==> src/rtl/resize_engine.sv <==
`default_nettype none
// +----------------------------------------------------------------------------+
// | resize_engine                                                              |
// | Power-of-two image resize: upscale, decimate, block average or copy, from  |
// | a latency-ROM_LAT source ROM into a single frame-RAM write port.           |
// | Optional build macro: RESIZE_AVG_EN (enables mode 10, block average).      |
// | Revision: 1.0                                                              |
// +----------------------------------------------------------------------------+
module resize_engine #(
    parameter int SRC_W    = 160,
    parameter int SRC_H    = 120,
    parameter int PIX_W    = 8,
    parameter int ADDR_W   = 19,
    parameter int ROM_LAT  = 2,
    parameter int MAX_LOG2 = 2
) (
    input  logic              clk,
    input  logic              reset,
    input  logic              start,
    input  logic              abort,
    input  logic [1:0]        mode,
    input  logic [1:0]        log2f,
    output logic [ADDR_W-1:0] rom_addr,
    input  logic [PIX_W-1:0]  rom_data,
    output logic [ADDR_W-1:0] ram_wraddr,
    output logic [PIX_W-1:0]  ram_data,
    output logic              ram_wren,
    output logic              busy,
    output logic              done,
    output logic              err
);

    localparam int c_CW = MAX_LOG2 + 1;
    localparam int c_DW = $clog2(ROM_LAT + 1) + 1;
    localparam logic [1:0] c_MODE_UP   = 2'b00;
    localparam logic [1:0] c_MODE_DEC  = 2'b01;
    localparam logic [1:0] c_MODE_AVG  = 2'b10;
    localparam logic [1:0] c_MODE_COPY = 2'b11;
    localparam logic [ADDR_W-1:0] c_SRC_W = ADDR_W'(SRC_W);
    localparam logic [ADDR_W-1:0] c_SRC_H = ADDR_W'(SRC_H);

    typedef enum logic [1:0] {
        S_IDLE  = 2'd0,
        S_RUN   = 2'd1,
        S_DRAIN = 2'd2,
        S_DONE  = 2'd3
    } state_t;

    state_t            r_state;
    logic [1:0]        r_mode;
    logic [1:0]        r_k;
    logic [ADDR_W-1:0] r_ox;
    logic [ADDR_W-1:0] r_oy;
    logic [ADDR_W-1:0] r_oidx;
    logic [ADDR_W-1:0] r_rom_addr;
    logic              r_iss_vld;
    logic              r_busy;
    logic              r_done;
    logic              r_err;
    logic [c_DW-1:0]   r_dcnt;

    logic [ADDR_W-1:0] w_out_w;
    logic [ADDR_W-1:0] w_out_h;
    logic [ADDR_W-1:0] w_nx_ox;
    logic [ADDR_W-1:0] w_nx_oy;
    logic [ADDR_W-1:0] w_nx_oidx;
    logic [ADDR_W-1:0] w_nx_src;
    logic              w_ox_end;
    logic              w_oy_end;
    logic              w_blk_last;
    logic              w_last_read;
    logic              w_req_ok;
    logic              w_flush;

`ifdef RESIZE_AVG_EN
    assign w_req_ok = (mode == c_MODE_COPY) || (32'(log2f) <= MAX_LOG2);
`else
    assign w_req_ok = (mode == c_MODE_COPY) ||
                      ((32'(log2f) <= MAX_LOG2) && (mode != c_MODE_AVG));
`endif

    always_comb begin
        w_out_w = c_SRC_W;
        w_out_h = c_SRC_H;
        case (r_mode)
            c_MODE_UP: begin
                w_out_w = c_SRC_W << r_k;
                w_out_h = c_SRC_H << r_k;
            end
            c_MODE_DEC, c_MODE_AVG: begin
                w_out_w = c_SRC_W >> r_k;
                w_out_h = c_SRC_H >> r_k;
            end
            default: ;
        endcase
    end

`ifdef RESIZE_AVG_EN
    // Inner block counters; held at zero (single-read blocks) outside average mode.
    logic [c_CW-1:0] r_dx;
    logic [c_CW-1:0] r_dy;
    logic [c_CW-1:0] w_fm1;
    logic [c_CW-1:0] w_nx_dx;
    logic [c_CW-1:0] w_nx_dy;
    logic            w_is_avg;
    logic            w_dx_end;
    logic            w_dy_end;
    logic            w_blk_first;

    assign w_is_avg    = (r_mode == c_MODE_AVG);
    assign w_fm1       = c_CW'((1 << r_k) - 1);
    assign w_dx_end    = !w_is_avg || (r_dx == w_fm1);
    assign w_dy_end    = !w_is_avg || (r_dy == w_fm1);
    assign w_blk_first = !w_is_avg || ((r_dx == '0) && (r_dy == '0));
    assign w_blk_last  = w_dx_end && w_dy_end;
    assign w_nx_dx     = w_dx_end ? '0 : r_dx + 1'b1;
    assign w_nx_dy     = !w_dx_end ? r_dy : (w_dy_end ? '0 : r_dy + 1'b1);
`else
    assign w_blk_last  = 1'b1;
`endif

    assign w_ox_end    = (r_ox == w_out_w - 1'b1);
    assign w_oy_end    = (r_oy == w_out_h - 1'b1);
    assign w_last_read = w_blk_last && w_ox_end && w_oy_end;
    assign w_nx_ox     = !w_blk_last ? r_ox : (w_ox_end ? '0 : r_ox + 1'b1);
    assign w_nx_oy     = (w_blk_last && w_ox_end) ? r_oy + 1'b1 : r_oy;
    assign w_nx_oidx   = w_blk_last ? r_oidx + 1'b1 : r_oidx;

    always_comb begin
        w_nx_src = w_nx_oy * c_SRC_W + w_nx_ox;
        case (r_mode)
            c_MODE_UP:  w_nx_src = (w_nx_oy >> r_k) * c_SRC_W + (w_nx_ox >> r_k);
            c_MODE_DEC: w_nx_src = (w_nx_oy << r_k) * c_SRC_W + (w_nx_ox << r_k);
`ifdef RESIZE_AVG_EN
            c_MODE_AVG: w_nx_src = ((w_nx_oy << r_k) + ADDR_W'(w_nx_dy)) * c_SRC_W +
                                   (w_nx_ox << r_k) + ADDR_W'(w_nx_dx);
`endif
            default: ;
        endcase
    end

    always_ff @(posedge clk or negedge reset) begin
        if (!reset) begin
            r_state    <= S_IDLE;
            r_mode     <= '0;
            r_k        <= '0;
            r_ox       <= '0;
            r_oy       <= '0;
            r_oidx     <= '0;
            r_rom_addr <= '0;
            r_iss_vld  <= 1'b0;
            r_busy     <= 1'b0;
            r_done     <= 1'b0;
            r_err      <= 1'b0;
            r_dcnt     <= '0;
`ifdef RESIZE_AVG_EN
            r_dx       <= '0;
            r_dy       <= '0;
`endif
        end else begin
            r_done <= 1'b0;
            r_err  <= 1'b0;
            case (r_state)
                S_IDLE: begin
                    if (start) begin
                        if (w_req_ok) begin
                            r_state    <= S_RUN;
                            r_busy     <= 1'b1;
                            r_mode     <= mode;
                            r_k        <= (mode == c_MODE_COPY) ? 2'b00 : log2f;
                            r_ox       <= '0;
                            r_oy       <= '0;
                            r_oidx     <= '0;
                            r_rom_addr <= '0;
                            r_iss_vld  <= 1'b1;
`ifdef RESIZE_AVG_EN
                            r_dx       <= '0;
                            r_dy       <= '0;
`endif
                        end else begin
                            r_err <= 1'b1;
                        end
                    end
                end
                S_RUN: begin
                    if (abort) begin
                        r_state   <= S_IDLE;
                        r_busy    <= 1'b0;
                        r_iss_vld <= 1'b0;
                    end else if (w_last_read) begin
                        r_state   <= S_DRAIN;
                        r_iss_vld <= 1'b0;
                        r_dcnt    <= '0;
                    end else begin
                        r_ox       <= w_nx_ox;
                        r_oy       <= w_nx_oy;
                        r_oidx     <= w_nx_oidx;
                        r_rom_addr <= w_nx_src;
`ifdef RESIZE_AVG_EN
                        r_dx       <= w_nx_dx;
                        r_dy       <= w_nx_dy;
`endif
                    end
                end
                S_DRAIN: begin
                    if (abort) begin
                        r_state <= S_IDLE;
                        r_busy  <= 1'b0;
                    end else if (r_dcnt == c_DW'(ROM_LAT)) begin
                        r_state <= S_DONE;
                        r_done  <= 1'b1;
                    end else begin
                        r_dcnt <= r_dcnt + 1'b1;
                    end
                end
                S_DONE: begin
                    r_state <= S_IDLE;
                    r_busy  <= 1'b0;
                end
                default: r_state <= S_IDLE;
            endcase
        end
    end

    // Read pipeline: stage ROM_LAT-1 lines up with the ROM data for that read.
    logic [ROM_LAT-1:0] r_pv;
    logic [ADDR_W-1:0]  r_pa [ROM_LAT];
`ifdef RESIZE_AVG_EN
    logic [ROM_LAT-1:0] r_pf;
    logic [ROM_LAT-1:0] r_pl;
`endif

    assign w_flush = abort && ((r_state == S_RUN) || (r_state == S_DRAIN));

    always_ff @(posedge clk or negedge reset) begin
        if (!reset) begin
            r_pv <= '0;
            for (int i = 0; i < ROM_LAT; i++) r_pa[i] <= '0;
`ifdef RESIZE_AVG_EN
            r_pf <= '0;
            r_pl <= '0;
`endif
        end else begin
            if (w_flush) begin
                r_pv <= '0;
            end else begin
                r_pv[0] <= r_iss_vld;
                for (int i = 1; i < ROM_LAT; i++) r_pv[i] <= r_pv[i-1];
            end
            r_pa[0] <= r_oidx;
            for (int i = 1; i < ROM_LAT; i++) r_pa[i] <= r_pa[i-1];
`ifdef RESIZE_AVG_EN
            r_pf[0] <= w_blk_first;
            r_pl[0] <= w_blk_last;
            for (int i = 1; i < ROM_LAT; i++) begin
                r_pf[i] <= r_pf[i-1];
                r_pl[i] <= r_pl[i-1];
            end
`endif
        end
    end

    logic [ADDR_W-1:0] r_wraddr;
    logic [PIX_W-1:0]  r_wdata;
    logic              r_wren;
    logic              w_tail_wr;

`ifdef RESIZE_AVG_EN
    logic [PIX_W+2*MAX_LOG2-1:0] r_acc;
    logic [PIX_W+2*MAX_LOG2-1:0] w_sum;
    logic [2:0]                  w_shamt;

    // The block's last sample is folded in combinationally so the write is not delayed.
    assign w_sum     = (r_pf[ROM_LAT-1] ? '0 : r_acc) + (PIX_W+2*MAX_LOG2)'(rom_data);
    assign w_shamt   = w_is_avg ? {r_k, 1'b0} : 3'd0;
    assign w_tail_wr = r_pv[ROM_LAT-1] && r_pl[ROM_LAT-1];
`else
    assign w_tail_wr = r_pv[ROM_LAT-1];
`endif

    always_ff @(posedge clk or negedge reset) begin
        if (!reset) begin
            r_wraddr <= '0;
            r_wdata  <= '0;
            r_wren   <= 1'b0;
`ifdef RESIZE_AVG_EN
            r_acc    <= '0;
`endif
        end else begin
            r_wren <= w_tail_wr && !w_flush;
            if (w_tail_wr) begin
                r_wraddr <= r_pa[ROM_LAT-1];
`ifdef RESIZE_AVG_EN
                r_wdata  <= PIX_W'(w_sum >> w_shamt);
`else
                r_wdata  <= rom_data;
`endif
            end
`ifdef RESIZE_AVG_EN
            if (r_pv[ROM_LAT-1]) r_acc <= w_sum;
`endif
        end
    end

    assign rom_addr   = r_rom_addr;
    assign ram_wraddr = r_wraddr;
    assign ram_data   = r_wdata;
    assign ram_wren   = r_wren;
    assign busy       = r_busy;
    assign done       = r_done;
    assign err        = r_err;

endmodule
`default_nettype wire

==> config.mk <==
export PLATFORM = sky130hd
export DESIGN_NAME = resize_engine
export DESIGN_NICKNAME = d
export VERILOG_FILES = /design/src/rtl/resize_engine.sv
export SDC_FILE = /design/constraint.sdc
export NUM_CORES = 1
export LEC_CHECK = 0
export CAP_MARGIN = 20
export CELL_PAD_IN_SITES_DETAIL_PLACEMENT = 1
export CELL_PAD_IN_SITES_GLOBAL_PLACEMENT = 2
export CORE_AREA = 2 2 130 258
export CTS_CLUSTER_SIZE = 30
export DETAILED_ROUTE_END_ITERATION = 10
export DIE_AREA = 0 0 132 260
export PLACE_DENSITY = 0.93
export RECOVER_POWER = 25
export SYNTH_ARGS = -nofsm -noshare
export SYNTH_HDL_FRONTEND = slang
export SYNTH_SLANG_ARGS = --single-unit
==> constraint.sdc <==
create_clock -name clk -period 10.5 [get_ports clk]
set_input_delay 2.1 -clock clk [delete_from_list [all_inputs] [get_ports clk]]
set_output_delay 2.1 -clock clk [all_outputs]
set_load 0.03 [all_outputs]
Word level (Yosys, flattened, before mapping). Cells that the tools add are included.

Reductions and logical operators: 19. Bitwise logic cells: 0. Multipliers: 3. Equal/unequal tests: 20. Div/mod/pow operators: 0. Mux-type cells: 46. Magnitude comparators: 1. Shifts and indexed selects: 8. $add $sub $neg: 9.

Operator list (number): $pmux 19 s2 (7); $mux 19 (12); $add 19x1->19 const B (3); $add 19x19->19 (3); $mul 19x3->14 const B (3); $eq 19x19->1 (2); $shl 19x2->19 (2); $shr 19x2->19 (2); $sub 19x1->19 const B (2); $shl 7x2->19 const A (1); $shl 8x2->19 const A (1); $shr 7x2->19 const A (1); $shr 8x2->19 const A (1); $mux 2 (8); $ne 2x2->1 const B (8); $mux 3 (4); $mux 1 (11); $reduce_and 5->1 (2); $eq 2x2->1 const B (4); $pmux 2 s4 (1); $reduce_and 4->1 (2); $ne 3x3->1 const B (2); $pmux 3 s2 (1); $reduce_and 3->1 (2); 13 further kinds (21).

Memories kept: 0. Input bits: 16. Word-level logic and storage cells: 124. Bits in latches: 0. Bits in read-only memories: 0. Register bits: 157. Bits in writable memories: 0.

Logic depth before layout (Yosys ltp).
Depth after elaboration: 13. Depth in mapped cells: 41. Depth with buffers taken out: 37.

Worst setup path before layout. Ideal clock, no wire load.

Path kind: register -> register. Start: reg r_k[0]. End: reg r_rom_addr[18], in the netlist rom_addr[18]. Stages on the path, launching flop included: 37. Library setup time: 0.082 ns. Path slack: 2.427 ns. Period minus slack after synthesis: 8.073 ns. Required time: 10.418 ns. Arrival time: 7.991 ns. Buffers on the path: 6. Cell sequence: dfrtp_1 > buf_4 > clkbuf_1 > buf_1 > clkbuf_1 > or3_1 > ha_1 > nor4b_4 > ha_1 > xor2_1 > nand4_1 > a221oi_2 > nand2_2 > buf_2 > nor3_1 > buf_2 > nand4_1 > xnor2_1 > or2_2 > o21ai_0 > mux2i_1 > ha_1 > ha_1 > fa_1 > a21o_1 > a21oi_1 > o21bai_1 > a21oi_1 > xnor2_1 > ha_1 > or3_1 > a211oi_1 > o31a_1 > nand2_1 > or4_1 > and4_1 > a22oi_2.

Cells in the longest elaborated chain, start to end: 12. Elaborated cells on any way between the ends: 29.

RTL lines: start: declaration (line 51) `logic [1:0] r_k;`; start signal: assignment (line 170) `r_k <= (mode == c_MODE_COPY) ? 2'b00 : log2f;`; $shr 8x2->19 / $shl 8x2->19 (equally long branches) (line 91, 87); $pmux 19 s2 (line 85) `case (r_mode)`; $sub 19x1->19 (line 122) `assign w_ox_end = (r_ox == w_out_w - 1'b1);`; $eq 19x19->1 (line 122); $mux 19 (line 126) `assign w_nx_oy = (w_blk_last && w_ox_end) ? r_oy + 1'b1 : r_oy;`; $shl 19x2->19 / $shr 19x2->19 (equally long branches) (line 133, 132); $mul 19x3->14, on equally long branches (line 133, 132); $add 19x19->19, on equally long branches (line 133, 132); $pmux 19 s2 (line 131) `case (r_mode)`; $mux 19 (line 190) `end else if (w_last_read) begin`; $mux 19 (line 186) `if (abort) begin`; $pmux 19 s2 (line 163) `case (r_state)`; end signal: assignment (line 198) `r_rom_addr <= w_nx_src;`; end: declaration (line 55) `logic [ADDR_W-1:0] r_rom_addr;`.

Parallel ways exist; a longest one is shown, timed or not. The select of a mux whose other input is x is not followed. A chain may end at the register's enable or synchronous reset.

Worst setup path after layout.
Start: reg r_mode[0]. End: reg r_rom_addr[18], in the netlist rom_addr[18].

Cells in the longest elaborated chain, start to end: 13. Elaborated cells on any way between the ends: 29.

RTL lines: start: declaration (line 50) `logic [1:0] r_mode;`; start signal: assignment (line 169) `r_mode <= mode;`; $eq 2x1->1 / $eq 2x2->1 (equally long branches) (line 85, 131); $reduce_or 2->1 (line 85); $pmux 19 s2 (line 85); $sub 19x1->19 (line 122); $eq 19x19->1 (line 122); $mux 19 (line 126); $shl 19x2->19 / $shr 19x2->19 (equally long branches) (line 133, 132); $mul 19x3->14, on equally long branches (line 133, 132); $add 19x19->19, on equally long branches (line 133, 132); $pmux 19 s2 (line 131); $mux 19 (line 190); $mux 19 (line 186); $pmux 19 s2 (line 163).

Parallel ways exist; a longest one is shown, timed or not. The select of a mux whose other input is x is not followed.

==> impl_metrics.ini <==
[drt]
drc = 0
via_count = 10900
top_layer_used = met4
ant_nets = 0
wl_met2_microns = 22500
met3_length_microns = 843
wirelength_microns = 39900
viasPerCell = 5.88
dr.pass1.iters = 4
wl_met1_microns = 13500
first_iter_violations = 474
wl_per_cell_microns = 21.5

[worst_setup_path]
r2r_end = rom_addr[18]
reg2reg_from = r_mode[0]
crit_arrival_ps = 9550
crit_path_top_delay_cell = or3_1
reg2reg_depth = 34
path_delay_family = simple AND/OR/NAND/NOR gates
criticalPathCategory = reg2reg
cp_max_fo = 19
cpMostUsedCell = ha_1
critPathLaunchType = flip-flop
cpPeakStageDelay_ps = 730
r2r_slack_ps = 1330
critPathRequiredTime_ps = 10870
setup.worst_path.end_class = flip-flop
path_buf_inv = 1

[die]
coreArea_sq_um = 32200
die_y_microns = 260
die_area_sq_um = 34300
die_width_microns = 132
ios = 66
start_util_pct = 38.5
placementRows = 93

[logic_synthesis]
synth_fp_nets = 1525
syn_area_sq_um = 12400
ys.flop_type = dfrtp_1
synth-edff-count = 0
async_flop_share_pct = 100
ys_seq_area_share_pct = 31.7
netlist_instances = 1386
ys_ff_latch = 157
yosysWarnings = 0
ys_types = 89
syn_area_per_cell_sq_um = 8.95

[global_routing]
grt_pass1_wl_microns = 63400
grt_pass1_vias = 12000
grt_max_degree = 90
grt.total_usage_pct = 23.6
grt_overflow_total = 0
antenna_found_initial = 0

[pwr]
ir_worst_vdd_uv = 137
p_per_area_nw_per_um2 = 297
leakage_uw = 0.00649

[sta]
maxSlewViolCount = 90
fmax_mhz = 109
finalHoldViolations = 0
setup_viol = 0
finalSetupTns_ps = 0
skew_ps = 18.3
worst_slew_pin_slew_ps = 4970
slew_headroom_pct = -231
min_period_ps = 9170
post-route-period-util_pct = 87.4
rsz0062_at_grt = no

[run_status]
violations = max-capacitance violations, max-slew violations
status = finished with violations

[clock_network]
tritoncts = done
clkLatencyLatePin_ps = 450
cts.clk_slew.worst_paths_ps = 80
cts_root_buffer = clkbuf_16
post-cts-setup-buffer-count = 0
cts_buffers = 17
htreeDepth = 4
cts.sinks = 157
cts_buffer_depth = 2
holdBufCountCts = 0
cts_resized = 0

[layout]
syn_to_final_growth_pct = 12.8
instances_no_fill = 1852
final_layout_size_suffix_gt1_share_pct = 8.14
layout.nets = 1551
final_cell_area_sq_um = 14000
fill_cells = 3766
num_antenna_cells = 0

[worst_hold_path]
min_path_type = reg2reg
hold_end = r_pa[6]
hp-start = r_pa[25]
min_path_cells = 0

[placement]
place_congestion = 0.919
dp_hpwl_microns = 30900
io_buffers = 65
dpl_cell_area_sq_um = 13400
place_inst = 1819

[job]
maxCapViolations = 1
## metrics by stage
| step | power [uW] | setup slack [ps] | hold WS, ps | util (%) |
|---|---|---|---|---|
| 6_report | 4160 | 1330 | 348 | 43.4 |
| 5_1_grt | 4440 | 733 | 358 | 43.4 |
| 3_3_place_gp | 3430 | 1750 | 332 | 41.5 |
| 3_5_place_dp | 3520 | 1390 | 336 | 41.5 |
| 4_1_cts | 4170 | 1350 | 351 | 43.4 |
| 2_1_floorplan | 2700 | 2430 | 331 | - |
## worst max-delay path by stage
stage / from / end / slack [ps] / depth (start not counted)
2_1_floorplan: r_k[0] / rom_addr[18] / 2430 / 36
3_3_place_gp: r_mode[0] / rom_addr[18] / 1750 / 34
3_5_place_dp: r_mode[0] / rom_addr[18] / 1390 / 34
4_1_cts: r_mode[1] / rom_addr[18] / 1350 / 34
5_1_grt: r_mode[0] / rom_addr[18] / 730 / 34
6_report: r_mode[0] / rom_addr[18] / 1330 / 34
## logic make-up (layout without fill, tap and decap cells)
| group | count (synthesis) | count (layout) | share of synthesized area, % |
|---|---|---|---|
| muxes | 63 | 63 | 5.81 |
| adders and majority gates | 123 | 123 | 12.8 |
| DFF | 157 | 157 | 31.7 |
| and+or+nand+nor | 428 | 428 | 17.0 |
| buffers and inverters | 123 | 162 | 4.21 |
| AOI/OAI and AO/OA | 363 | 363 | 19.0 |
| xor gates and xnor gates | 129 | 129 | 9.49 |
## final cells by class
cell class	instances	area (sq um)	area share, %
Timing Repair Buffer	83	776	5.55
Tap cell	427	534	3.82
Inverter	47	176	1.26
Sequential cell	157	3930	28.1
Clock inverter	15	175	1.25
Clock buffer	17	425	3.04
Multi-Input combinational cell	1106	7970	57.0
## flip-flops by register name (all words and copies together), names as in the netlist
register	cells
r_state	2
r_pa	38
r_pv	2
ram_data	8
r_mode	2
r_dcnt	3
ram_wraddr	19
r_ox	19
r_oidx	19
r_oy	19
busy	1
ram_wren	1
done	1
r_k	2
r_iss_vld	1
err	1
rom_addr	19
## cells in the final DEF (no fill, tap or decap), types with 10 or more instances in the layout
cell and instances:
xor2_1 54, clkbuf_16 17, nor2_1 98, nand3_1 49, mux2_2 32, xnor2_1 72, nand2_1 141, o211ai_1 12
and2_1 10, a21o_1 21, nor4_1 11, nor3_1 16, mux2i_1 27, o31ai_1 11, nand4_1 18, ha_1 117
dfrtp_1 155, o21ai_0 111, o22ai_1 10, o21bai_1 16, a21oi_1 78, and3_1 14, inv_1 46, or3_1 12
clkdlybuf4s50_1 64, a22o_1 23, buf_4 17
## layer usage
layer  vias to the layer above  GRT usage (%)
met1                      5465           22.1
met3                       137           2.53
met2                       236           46.5
met5                         -              0
met4                         0           17.1
li1                       5055              -
## power breakdown
group / internal, uW / switching (uW) / leakage (uW) / total, uW
combinational: 1010 / 1730 / 0.00406 / 2750
clock: 358 / 276 / 0.000291 / 635
sequential: 705 / 69.7 / 0.00214 / 774
total: 2080 / 2080 / 0.00649 / 4160
## worst reg2reg max path, delay by kind of cell (launching register included)
kind                     cells  cell delay (ps)
AND/OR/NAND/NOR             13             3380
adder cells (fa/ha/maj)      7             2460
AO/OA/AOI/OAI                9             1870
XOR/XNOR                     3              680
flip-flops                   1              380
multiplexers                 1              270
buffers and inverters        1               70
## cell usage after synthesis, types with 16 or more instances
cell type | number | share of area (%)
mux2i_1 | 27 | 2.2
nor2_1 | 99 | 3.0
mux2_2 | 32 | 2.9
a21o_1 | 21 | 1.3
nand4_1 | 18 | 0.91
ha_1 | 117 | 12
xor2_1 | 54 | 3.8
nand3_1 | 49 | 2.0
xnor2_1 | 72 | 5.1
nand2_1 | 141 | 4.3
o21ai_0 | 111 | 4.5
a21oi_1 | 78 | 3.1
clkbuf_1 | 45 | 1.4
dfrtp_1 | 157 | 32
inv_1 | 46 | 1.4
nor3_1 | 18 | 0.73
o21bai_1 | 16 | 0.97
a22o_1 | 23 | 1.6
No activity file was read; power rests on OpenSTA's default activity.
